`src/rtl/intersection_sched_pkg.sv`:
```
// intersection_pkg: shared types and constants for the intersection scheduler.
//   phase_e        : phase encoding; the 3-bit code 7 is unused and treated as illegal
//   DEF_*          : default prescaler divide and phase durations in seconds
//   duration_ok()  : range check for a phase duration; sec_left is 6 bits wide
package intersection_pkg;

  typedef enum logic [2:0] {
    PH_NS_GREEN = 3'd0,
    PH_NS_YEL   = 3'd1,
    PH_ALLRED_A = 3'd2,
    PH_EW_GREEN = 3'd3,
    PH_EW_YEL   = 3'd4,
    PH_ALLRED_B = 3'd5,
    PH_PED_WALK = 3'd6
  } phase_e;

  localparam int DEF_TICK_DIV   = 10_000_000;
  localparam int DEF_NS_GREEN_S = 15;
  localparam int DEF_EW_GREEN_S = 10;
  localparam int DEF_YEL_S      = 3;
  localparam int DEF_ALLRED_S   = 1;
  localparam int DEF_WALK_S     = 8;
  localparam int SEC_MAX        = 63;

  function automatic bit duration_ok(input int d);
    return (d >= 1) && (d <= SEC_MAX);
  endfunction

endpackage

```
`src/rtl/intersection_sched_if.sv`:
```
// intersection_sched_if: request inputs and lamp/status outputs of the scheduler.
//   en, ew_car_req, ped_req      : enable, side-road sensor, pedestrian button
//   ns_*/ew_* lamps, walk        : decoded lamp drives
//   ped_wait, phase, sec_left    : status
// master = environment driving requests, slave = the scheduler.
interface intersection_sched_if;
  logic       en;
  logic       ew_car_req;
  logic       ped_req;
  logic       ns_red;
  logic       ns_yel;
  logic       ns_grn;
  logic       ew_red;
  logic       ew_yel;
  logic       ew_grn;
  logic       walk;
  logic       ped_wait;
  logic [2:0] phase;
  logic [5:0] sec_left;

  modport master (
    output en, ew_car_req, ped_req,
    input  ns_red, ns_yel, ns_grn, ew_red, ew_yel, ew_grn, walk, ped_wait, phase, sec_left
  );

  modport slave (
    input  en, ew_car_req, ped_req,
    output ns_red, ns_yel, ns_grn, ew_red, ew_yel, ew_grn, walk, ped_wait, phase, sec_left
  );
endinterface

```
`src/rtl/intersection_sched_tick_gen.sv`:
```
// tick_gen: one-second prescaler.
//   clk, rst (sync, active high), en -> tick
// Counts 0..TICK_DIV-1 while en is high; tick is high for the single cycle the
// count sits at TICK_DIV-1, and the count wraps on that edge. With en low the
// count holds and tick is suppressed, so no tick is created or lost by a freeze.
module tick_gen
  import intersection_pkg::*;
#(
  parameter int TICK_DIV = DEF_TICK_DIV
) (
  input  logic clk,
  input  logic rst,
  input  logic en,
  output logic tick
);

  localparam int CW = (TICK_DIV > 1) ? $clog2(TICK_DIV) : 1;
  localparam logic [CW-1:0] LAST = CW'(TICK_DIV - 1);

  logic [CW-1:0] cnt_q;

  assign tick = en && (cnt_q == LAST);

  always_ff @(posedge clk) begin
    if (rst) begin
      cnt_q <= '0;
    end else if (en) begin
      if (cnt_q == LAST) cnt_q <= '0;
      else               cnt_q <= cnt_q + 1'b1;
    end
  end

endmodule

```
`src/rtl/intersection_sched.sv`:
```
// intersection_sched: traffic-light phase scheduler for a main (NS) / side (EW)
// road crossing with a pedestrian walk phase.
//   clk, rst (sync, active high)
//   bus (slave): en, ew_car_req, ped_req in; lamps, walk, ped_wait, phase, sec_left out
//
// phase       | meaning
// ------------+---------------------------------------------------------------
// NS_GREEN  0 | rest phase; main road green, leaves only on a request
// NS_YEL    1 | main road yellow
// ALLRED_A  2 | clearance, then walk if a pedestrian waits, else side road
// EW_GREEN  3 | side road green
// EW_YEL    4 | side road yellow
// ALLRED_B  5 | clearance back to main road; also reset / recovery phase
// PED_WALK  6 | pedestrian walk, all vehicle lamps red
module intersection_sched
  import intersection_pkg::*;
#(
  parameter int TICK_DIV   = DEF_TICK_DIV,
  parameter int NS_GREEN_S = DEF_NS_GREEN_S,
  parameter int EW_GREEN_S = DEF_EW_GREEN_S,
  parameter int YEL_S      = DEF_YEL_S,
  parameter int ALLRED_S   = DEF_ALLRED_S,
  parameter int WALK_S     = DEF_WALK_S
) (
  input  logic                 clk,
  input  logic                 rst,
  intersection_sched_if.slave  bus
);

  if (!duration_ok(NS_GREEN_S) || !duration_ok(EW_GREEN_S) || !duration_ok(YEL_S) ||
      !duration_ok(ALLRED_S) || !duration_ok(WALK_S) || (TICK_DIV < 1)) begin : g_bad_param
    $error("intersection_sched: phase durations must be 1..63 s and TICK_DIV >= 1");
  end

  localparam logic [5:0] NS_GREEN_D = 6'(NS_GREEN_S);
  localparam logic [5:0] EW_GREEN_D = 6'(EW_GREEN_S);
  localparam logic [5:0] YEL_D      = 6'(YEL_S);
  localparam logic [5:0] ALLRED_D   = 6'(ALLRED_S);
  localparam logic [5:0] WALK_D     = 6'(WALK_S);

  function automatic logic [5:0] dur_of(input phase_e p);
    case (p)
      PH_NS_GREEN: return NS_GREEN_D;
      PH_NS_YEL:   return YEL_D;
      PH_EW_GREEN: return EW_GREEN_D;
      PH_EW_YEL:   return YEL_D;
      PH_PED_WALK: return WALK_D;
      default:     return ALLRED_D;
    endcase
  endfunction

  logic       tick;
  phase_e     phase_q, phase_d;
  logic [5:0] sec_q, sec_d;
  logic       ped_q, ped_d;
  logic       last_sec;
  logic       any_req;

  tick_gen #(.TICK_DIV(TICK_DIV)) u_tick_gen (
    .clk  (clk),
    .rst  (rst),
    .en   (bus.en),
    .tick (tick)
  );

  always_ff @(posedge clk) begin
    if (rst) begin
      phase_q <= PH_ALLRED_B;
      sec_q   <= ALLRED_D;
      ped_q   <= 1'b0;
    end else begin
      phase_q <= phase_d;
      sec_q   <= sec_d;
      ped_q   <= ped_d;
    end
  end

  // sec_left can only be 0 in the rest phase, so "<= 1" doubles as the
  // expiry test there and keeps other phases safe if a 0 ever appears.
  assign last_sec = (sec_q <= 6'd1);
  assign any_req  = ped_q || bus.ew_car_req;

  always_comb begin
    phase_d = phase_q;
    sec_d   = sec_q;
    ped_d   = ped_q;

    case (phase_q)
      PH_NS_GREEN: begin
        if (tick) begin
          if (last_sec) begin
            if (any_req) phase_d = PH_NS_YEL;
            else         sec_d   = '0;
          end else begin
            sec_d = sec_q - 6'd1;
          end
        end
      end
      PH_NS_YEL, PH_ALLRED_A, PH_EW_GREEN, PH_EW_YEL, PH_ALLRED_B, PH_PED_WALK: begin
        if (tick) begin
          if (last_sec) begin
            case (phase_q)
              PH_NS_YEL:   phase_d = PH_ALLRED_A;
              PH_ALLRED_A: phase_d = ped_q ? PH_PED_WALK : PH_EW_GREEN;
              PH_EW_GREEN: phase_d = PH_EW_YEL;
              PH_EW_YEL:   phase_d = PH_ALLRED_B;
              PH_PED_WALK: phase_d = PH_ALLRED_B;
              default:     phase_d = PH_NS_GREEN;
            endcase
          end else begin
            sec_d = sec_q - 6'd1;
          end
        end
      end
      // Illegal code recovers on the next edge even while frozen.
      default: phase_d = PH_ALLRED_B;
    endcase

    if (phase_d != phase_q) sec_d = dur_of(phase_d);

    if (bus.en && bus.ped_req) ped_d = 1'b1;
    // Entering the walk phase serves the request; this beats a same-cycle press.
    if ((phase_d == PH_PED_WALK) && (phase_q != PH_PED_WALK)) ped_d = 1'b0;
  end

  assign bus.ns_grn   = (phase_q == PH_NS_GREEN);
  assign bus.ns_yel   = (phase_q == PH_NS_YEL);
  assign bus.ns_red   = !(bus.ns_grn || bus.ns_yel);
  assign bus.ew_grn   = (phase_q == PH_EW_GREEN);
  assign bus.ew_yel   = (phase_q == PH_EW_YEL);
  assign bus.ew_red   = !(bus.ew_grn || bus.ew_yel);
  assign bus.walk     = (phase_q == PH_PED_WALK);
  assign bus.ped_wait = ped_q;
  assign bus.phase    = phase_q;
  assign bus.sec_left = sec_q;

endmodule
```
`src/flat_wrapper.sv`:
```
// flat-port wrapper written by rule: the top's interface ports become plain ports
module intersection_sched_flat import intersection_pkg::*;
#(
  parameter int TICK_DIV   = DEF_TICK_DIV,
  parameter int NS_GREEN_S = DEF_NS_GREEN_S,
  parameter int EW_GREEN_S = DEF_EW_GREEN_S,
  parameter int YEL_S      = DEF_YEL_S,
  parameter int ALLRED_S   = DEF_ALLRED_S,
  parameter int WALK_S     = DEF_WALK_S
)
  (clk, rst, bus_en, bus_ew_car_req, bus_ped_req, bus_ns_red, bus_ns_yel, bus_ns_grn, bus_ew_red, bus_ew_yel, bus_ew_grn, bus_walk, bus_ped_wait, bus_phase, bus_sec_left);
  intersection_sched_if bus_i ();
  input  logic clk;
  input  logic rst;
  input wire logic [$bits(bus_i.en)-1:0] bus_en;
  input wire logic [$bits(bus_i.ew_car_req)-1:0] bus_ew_car_req;
  input wire logic [$bits(bus_i.ped_req)-1:0] bus_ped_req;
  output wire logic [$bits(bus_i.ns_red)-1:0] bus_ns_red;
  output wire logic [$bits(bus_i.ns_yel)-1:0] bus_ns_yel;
  output wire logic [$bits(bus_i.ns_grn)-1:0] bus_ns_grn;
  output wire logic [$bits(bus_i.ew_red)-1:0] bus_ew_red;
  output wire logic [$bits(bus_i.ew_yel)-1:0] bus_ew_yel;
  output wire logic [$bits(bus_i.ew_grn)-1:0] bus_ew_grn;
  output wire logic [$bits(bus_i.walk)-1:0] bus_walk;
  output wire logic [$bits(bus_i.ped_wait)-1:0] bus_ped_wait;
  output wire logic [$bits(bus_i.phase)-1:0] bus_phase;
  output wire logic [$bits(bus_i.sec_left)-1:0] bus_sec_left;
  assign bus_i.en = bus_en;
  assign bus_i.ew_car_req = bus_ew_car_req;
  assign bus_i.ped_req = bus_ped_req;
  assign bus_ns_red = bus_i.ns_red;
  assign bus_ns_yel = bus_i.ns_yel;
  assign bus_ns_grn = bus_i.ns_grn;
  assign bus_ew_red = bus_i.ew_red;
  assign bus_ew_yel = bus_i.ew_yel;
  assign bus_ew_grn = bus_i.ew_grn;
  assign bus_walk = bus_i.walk;
  assign bus_ped_wait = bus_i.ped_wait;
  assign bus_phase = bus_i.phase;
  assign bus_sec_left = bus_i.sec_left;
  intersection_sched #(.TICK_DIV(TICK_DIV), .NS_GREEN_S(NS_GREEN_S), .EW_GREEN_S(EW_GREEN_S), .YEL_S(YEL_S), .ALLRED_S(ALLRED_S), .WALK_S(WALK_S)) u_core (.clk(clk), .rst(rst), .bus(bus_i));
endmodule
```
`config.mk`:
```
export PLATFORM = sky130hd
export DESIGN_NAME = intersection_sched_flat
export DESIGN_NICKNAME = d
export VERILOG_FILES = /design/src/rtl/intersection_sched_pkg.sv /design/src/rtl/intersection_sched_if.sv /design/src/rtl/intersection_sched_tick_gen.sv /design/src/rtl/intersection_sched.sv /design/src/flat_wrapper.sv
export SDC_FILE = /design/constraint.sdc
export NUM_CORES = 1
export LEC_CHECK = 0
export ABC_AREA = 1
export BUFFER_PORTS_ARGS = -buffer_cell sky130_fd_sc_hd__buf_4
export CAP_MARGIN = 20
export CORE_AREA = 5 5 73 75
export DETAILED_ROUTE_END_ITERATION = 12
export DIE_AREA = 0 0 78 80
export GPL_ROUTABILITY_DRIVEN = 0
export PLACE_DENSITY = 0.72
export SLEW_MARGIN = 20
export SYNTH_ARGS = -nofsm -noshare
export SYNTH_HDL_FRONTEND = slang
export SYNTH_HIERARCHICAL = 1
export SYNTH_SLANG_ARGS = --single-unit
```
`constraint.sdc`:
```
create_clock -name clk -period 4.3 [get_ports clk]
set_input_delay 0.645 -clock clk [delete_from_list [all_inputs] [get_ports clk]]
set_output_delay 0.645 -clock clk [all_outputs]
set_load 0.005 [all_outputs]
```
# Word level (Yosys, flattened, before mapping)
# Index checks and enable logic that the tools add are counted.
# W data, S select, Z words.
dict set report totals {
  romBits 0
  mem_bits_rw 0
  reg_bits 34
  output_inout_bits 17
  latchBits 0
  memories 0
}
dict set report op_classes {
  n_div 0
  n_addsub 2
  multipliers 0
  mux 17
  bitwise_logic 0
  n_lt_le_gt_ge 1
  n_eq_ne 17
  reduce_logical 16
  n_shift 0
}
# cell n
set op_table {}
lappend op_table {{$mux W6} 6}
lappend op_table {{$add A24 B1 Y24 const B} 1}
lappend op_table {{$eq A24 B24 Y1 const B} 1}
lappend op_table {{$mux W24} 1}
lappend op_table {{$mux W3} 6}
lappend op_table {{$pmux W4 S4} 1}
lappend op_table {{$eq A3 B3 Y1 const B} 5}
lappend op_table {{$pmux W3 S4} 1}
lappend op_table {{$pmux W6 S2} 1}
lappend op_table {{$eq A3 B2 Y1 const B} 3}
lappend op_table {{$ne A3 B3 Y1 const B} 3}
lappend op_table {{$eq A3 B1 Y1 const B} 2}
lappend op_table {{$le A6 B1 Y1 const B} 1}
lappend op_table {{$logic_not A3 Y1} 2}
lappend op_table {{$pmux W3 S2} 1}
lappend op_table {{$reduce_or A2 Y1} 3}
lappend op_table {{$reduce_or A6 Y1} 1}
lappend op_table {{$sub A6 B1 Y6 const B} 1}
lappend op_table {{$reduce_and A5 Y1} 1}
lappend op_table {{$ne A4 B4 Y1 const B} 1}
lappend op_table {{$logic_and A1 B1 Y1} 3}
lappend op_table {{$logic_or A1 B1 Y1} 3}
lappend op_table {{$ne A3 B1 Y1 const B} 1}
lappend op_table {{$ne A3 B3 Y1} 1}
lappend op_table {{other kinds (2)} 3}

# Longest topological paths before layout
dict set report depth {
  ltp_word 10
  ltp_mapped 17
  ltp_nobuf 17
}

# Cells and area by module
# The synthesis kept the hierarchy.
# module cells_each instances area_each_um2
set modules_own_cells {}
lappend modules_own_cells {tick_gen 228 1 1460.2}
lappend modules_own_cells {intersection_sched 163 1 959.7}

# Worst setup path before layout
# No wires, ideal clock.
dict set report synth_path {
  path_kind {input to register}
  startpoint {input port bus_en}
  endpoint {register u_core.sec_q[0] (netlist: u_core/bus.sec_left[0])}
  stages 15
  n_path_buf 0
  required_ns 4.172
  setup_slack_ns 2.116
  setup_time_ns 0.128
  arrival_time_ns 2.057
  path_cell_list {nand2_1 > nor2_1 > nand3_2 > nor2_4 > inv_1 > nor2_4 > nand2_2 > nand2_2 > nand2_2 > nand2_2 > nand2_2 > nand2_2 > nand2_1 > o21ai_1 > o211ai_1}
}
dict set report synth_via {
  elab_chain_len 7
}
# item line_no
set synth_rtl {}
lappend synth_rtl {{from (decl)} flat_wrapper.sv:15} ;# input wire logic [$bits(bus_i.en)-1:0] bus_en;
lappend synth_rtl {{$logic_and A1 B1 Y1 *} intersection_sched_tick_gen.sv:22} ;# assign tick = en && (cnt_q == LAST);
lappend synth_rtl {{net u_core.tick} intersection_sched.sv:52} ;# logic tick;
lappend synth_rtl {{$mux W3 (on tied branches)} {intersection_sched.sv:100, intersection_sched.sv:90}}
lappend synth_rtl {{$pmux W3 S2} intersection_sched.sv:88} ;# case (phase_q)
lappend synth_rtl {{$eq A3 B1 Y1 / $eq A3 B3 Y1 (equally long branches)} intersection_sched.sv:42} ;# case (p)
lappend synth_rtl {{$reduce_or A2 Y1 (no line)} -}
lappend synth_rtl {{$pmux W4 S4} intersection_sched.sv:42}
lappend synth_rtl {{$mux W6} intersection_sched.sv:119} ;# if (phase_d != phase_q) sec_d = dur_of(phase_d);
lappend synth_rtl {{to (signal assigned)} intersection_sched.sv:69} ;# sec_q <= ALLRED_D;
lappend synth_rtl {{to (signal assigned)} intersection_sched.sv:73} ;# sec_q <= sec_d;
lappend synth_rtl {{to (decl)} intersection_sched.sv:54} ;# logic [5:0] sec_q, sec_d;
# Mark *: on every way through the listed nets, which the timed path passes. The rest lies on a longest branch.
# A chain may end at the register's enable or synchronous reset.

# Worst setup path after layout
dict set report layout_path {
  startpoint {register u_core.u_tick_gen.cnt_q[0]}
  endpoint {register u_core.sec_q[0] (netlist: u_core/bus.sec_left[0])}
}
dict set report layout_via {
  elab_chain_len 8
}
# item line_no
set layout_rtl {}
lappend layout_rtl {{from (decl)} intersection_sched_tick_gen.sv:20} ;# logic [CW-1:0] cnt_q;
lappend layout_rtl {{from (signal assigned)} intersection_sched_tick_gen.sv:29} ;# else cnt_q <= cnt_q + 1'b1;
lappend layout_rtl {{$eq A24 B24 Y1 *} intersection_sched_tick_gen.sv:22}
lappend layout_rtl {{$logic_and A1 B1 Y1 *} intersection_sched_tick_gen.sv:22}
lappend layout_rtl {{net u_core.tick} intersection_sched.sv:52}
lappend layout_rtl {{$mux W3 (on tied branches)} {intersection_sched.sv:100, intersection_sched.sv:90}}
lappend layout_rtl {{$pmux W3 S2} intersection_sched.sv:88}
lappend layout_rtl {{$eq A3 B1 Y1 / $eq A3 B3 Y1 (equally long branches)} intersection_sched.sv:42}
lappend layout_rtl {{$reduce_or A2 Y1 (no line)} -}
lappend layout_rtl {{$pmux W4 S4} intersection_sched.sv:42}
lappend layout_rtl {{$mux W6} intersection_sched.sv:119}
# Marked as above.

==> flow_metrics.py <==
metrics = {
    "sta": {
        "rsz0062_at_grt": "no",
        "hold_violations": 0,
        "finalCritPeriodShare": 0.5815,
        "setup_viol": 0,
        "totalNegativeSetupSlack_ns": 0,
        "period_minus_slack_ns": 2.501,
        "worst_slew_pin_slew_ns": 0.6950,
        "slew_headroom": 0.5362,
        "slew_viol_final": 0,
        "fin_skew_ns": 0.005930,
        "fmax_ghz": 0.3999,
    },
    "global_routing": {
        "antenna_found_initial": 0,
        "overflow": 0,
        "grt_max_degree": 13,
        "grt_pass1_wl_mm": 9.977,
        "grt_pass1_vias": 2323,
        "track_usage": 0.1955,
    },
    "yosys": {
        "yosys.area.top_type": "dfxtp_1",
        "seq_area_frac_synth": 0.2813,
        "syn_area_per_cell_um2": 6.189,
        "syn_area_um2": 2420,
        "ys.warnings.count": 6,
        "synth.top_cell.area_share": 0.2813,
        "synth_nets": 399,
        "yosys.cell_types.count": 28,
        "synth-seq-cells": 34,
        "syn_inst": 391,
        "synth.area.top_cells": "dfxtp_1 28%, nand2_1 14%, nor2_1 12%, inv_1 7.1%, nand2_2 6.5%",
    },
    "floorplanning": {
        "core_um2": 4598,
        "row_count": 25,
        "ioPinCount": 22,
        "initial_utilization": 0.5263,
        "fp.dieArea_um2": 6240,
        "dieWidth_um": 78,
        "die_y_um": 80,
    },
    "clocking": {
        "cts_tree": "yes",
        "hold_buffers": 0,
        "post_cts_buffers": 0,
        "h-tree-depth": 2,
        "cts_made_buffers": 5,
        "clk_latency_ns": 0.28,
        "cts.sinks": 34,
        "post_cts_resized": 0,
        "clk_pin_slew_ns": 0.07,
        "cts-root-buf": "clkbuf_8",
        "ctsLongestPathBuffers": 2,
    },
    "detailed_routing": {
        "vias": 2436,
        "wl_per_cell_um": 12.08,
        "drtAntennaViolNets": 0,
        "dr.pass1.iters": 4,
        "via_per_inst": 5.183,
        "finalWirelength_mm": 5.678,
        "drtIter0Drc": 129,
        "route.detailed.drc": 0,
    },
    "critical_path": {
        "r2r_start": "u_core/u_tick_gen/cnt_q[0]",
        "r2r_end": "u_core/bus.sec_left[0]",
        "path_max_fanout": 7,
        "cp.required_ns": 4.46,
        "crit_arrival_ns": 2.66,
        "cp-start-kind": "flip-flop",
        "r2r_setup_slack_ns": 1.80,
        "critical_path_class": "reg -> reg",
        "rr_worst_depth": 16,
        "end_kind": "flip-flop",
        "setup.worst_path.start": "u_core/u_tick_gen/cnt_q[0]",
    },
    "placed_design": {
        "hpwl_mm": 4.446,
        "io_buffers": 21,
        "dp.cells": 462,
    },
    "pwr": {
        "power.total_uw": 616.2,
        "ir_worst_vdd_mv": 0.1734,
        "power.density_nw_per_um2": 227.1,
        "leakage_uw": 0.001165,
    },
    "cells_and_area": {
        "area_growth_pct": 12.15,
        "layout_common_cells": "88 x nand2_1, 77 x nor2_1, 46 x inv_1",
        "nFillCells": 480,
        "antennaDiodeCount": 0,
        "layout.nets": 423,
        "seqCellArea_um2": 680.7,
        "drive_gt1_frac": 0.2043,
        "multi_input_area_um2": 1503,
        "fin_cells": 470,
        "final_common_cell": "nand2_1",
    },
    "worst_hold_path": {
        "holdPathStages": 2,
        "hold_path_class": "reg -> reg",
        "worstHoldStart": "u_core/u_tick_gen/cnt_q[0]",
        "hold_path_end": "u_core/u_tick_gen/cnt_q[0]",
    },
    "status": {
        "status": "complete, no violations",
    },
    "run": {
        "max_cap_violations": 0,
    },
}
## through the flow
step	instance area, um2	setup WS (ns)	utilization	hold slack, ns
2_1_floorplan	2420	2.116	-	0.4695
3_5_place_dp	2604	1.677	0.5663	0.4963
6_report	2714	1.799	0.5902	0.5081
5_1_grt	2714	1.550	0.5902	0.5426
4_1_cts	2714	1.817	0.5902	0.5108
3_3_place_gp	2604	1.769	0.5663	0.4878
## flip-flops by register name (all words and copies together) (netlist names)
name                     count
u_core/u_tick_gen/cnt_q     24
u_core/bus.sec_left          6
u_core/bus.phase             3
u_core/bus.ped_wait          1
## synthesized netlist by cell type (all sizes together)
library cell,instances
nand3b,2
o211a,1
o211ai,1
a31oi,1
nand4,12
xnor2,1
nor2,97
buf,4
o2111ai,1
a21oi,12
inv,52
dfxtp,34
nor3,11
o21ai,8
nand2,113
xor2,6
nand3,31
ha,3
o221ai,1
## cell type report
class                   instances  share of cell area
inverters                      52             0.07192
flip-flops and latches         34              0.2508
multi-input cells             301              0.5537
well taps                      54             0.02490
repair buffers                 21             0.05809
clock buffers                   8             0.04057
## layer usage
layer | part of all wire | global-route usage | vias up
li1 | - | - | 1278
met3 | 0.043 | 0.03499 | 12
met2 | 0.49 | 0.3464 | 52
met4 | 0.025 | 0.09628 | 0
met1 | 0.45 | 0.2241 | 1094
met5 | 0 | 0 | -
## worst max-delay path by stage
| stage | endpoint | slack (ns) |
|---|---|---|
| 6_report | u_core/bus.sec_left[0] | 1.80 |
| 5_1_grt | u_core/bus.sec_left[0] | 1.55 |
| 4_1_cts | u_core/bus.sec_left[0] | 1.82 |
| 3_5_place_dp | u_core/bus.sec_left[0] | 1.68 |
| 3_3_place_gp | u_core/bus.sec_left[3] | 1.77 |
| 2_1_floorplan | u_core/bus.sec_left[0] | 2.12 |
## where the power goes
group | total (uW) | switching, uW | internal (uW)
combinational | 23.6 | 15.5 | 8.09
sequential | 319 | 2.10 | 317
clock | 273 | 112 | 162
## worst max-delay path, stage by stage (launching register included)
cell	delay (ns)
dfxtp_1	0.38
ha_1	0.24
nand3_1	0.14
nor2_2	0.16
nand3_2	0.10
nor2_4	0.17
inv_1	0.14
nor2_4	0.21
nand2_2	0.07
nand2_2	0.10
nand2_2	0.08
nand2_2	0.07
nand2_2	0.10
nand2_2	0.15
nand2_1	0.07
o21ai_1	0.09
o211ai_1	0.10
## cells by family after synthesis
logic type	Yosys count	share of synthesized area
and+or+nand+nor	266	0.5202
xor gates and xnor gates	7	0.02534
adders and majority gates	3	0.01551
buffers and inverters	56	0.09773
DFF	34	0.2813
AOI/OAI and AO/OA	25	0.05998
Note: power is estimated with default switching activity, not from simulation.
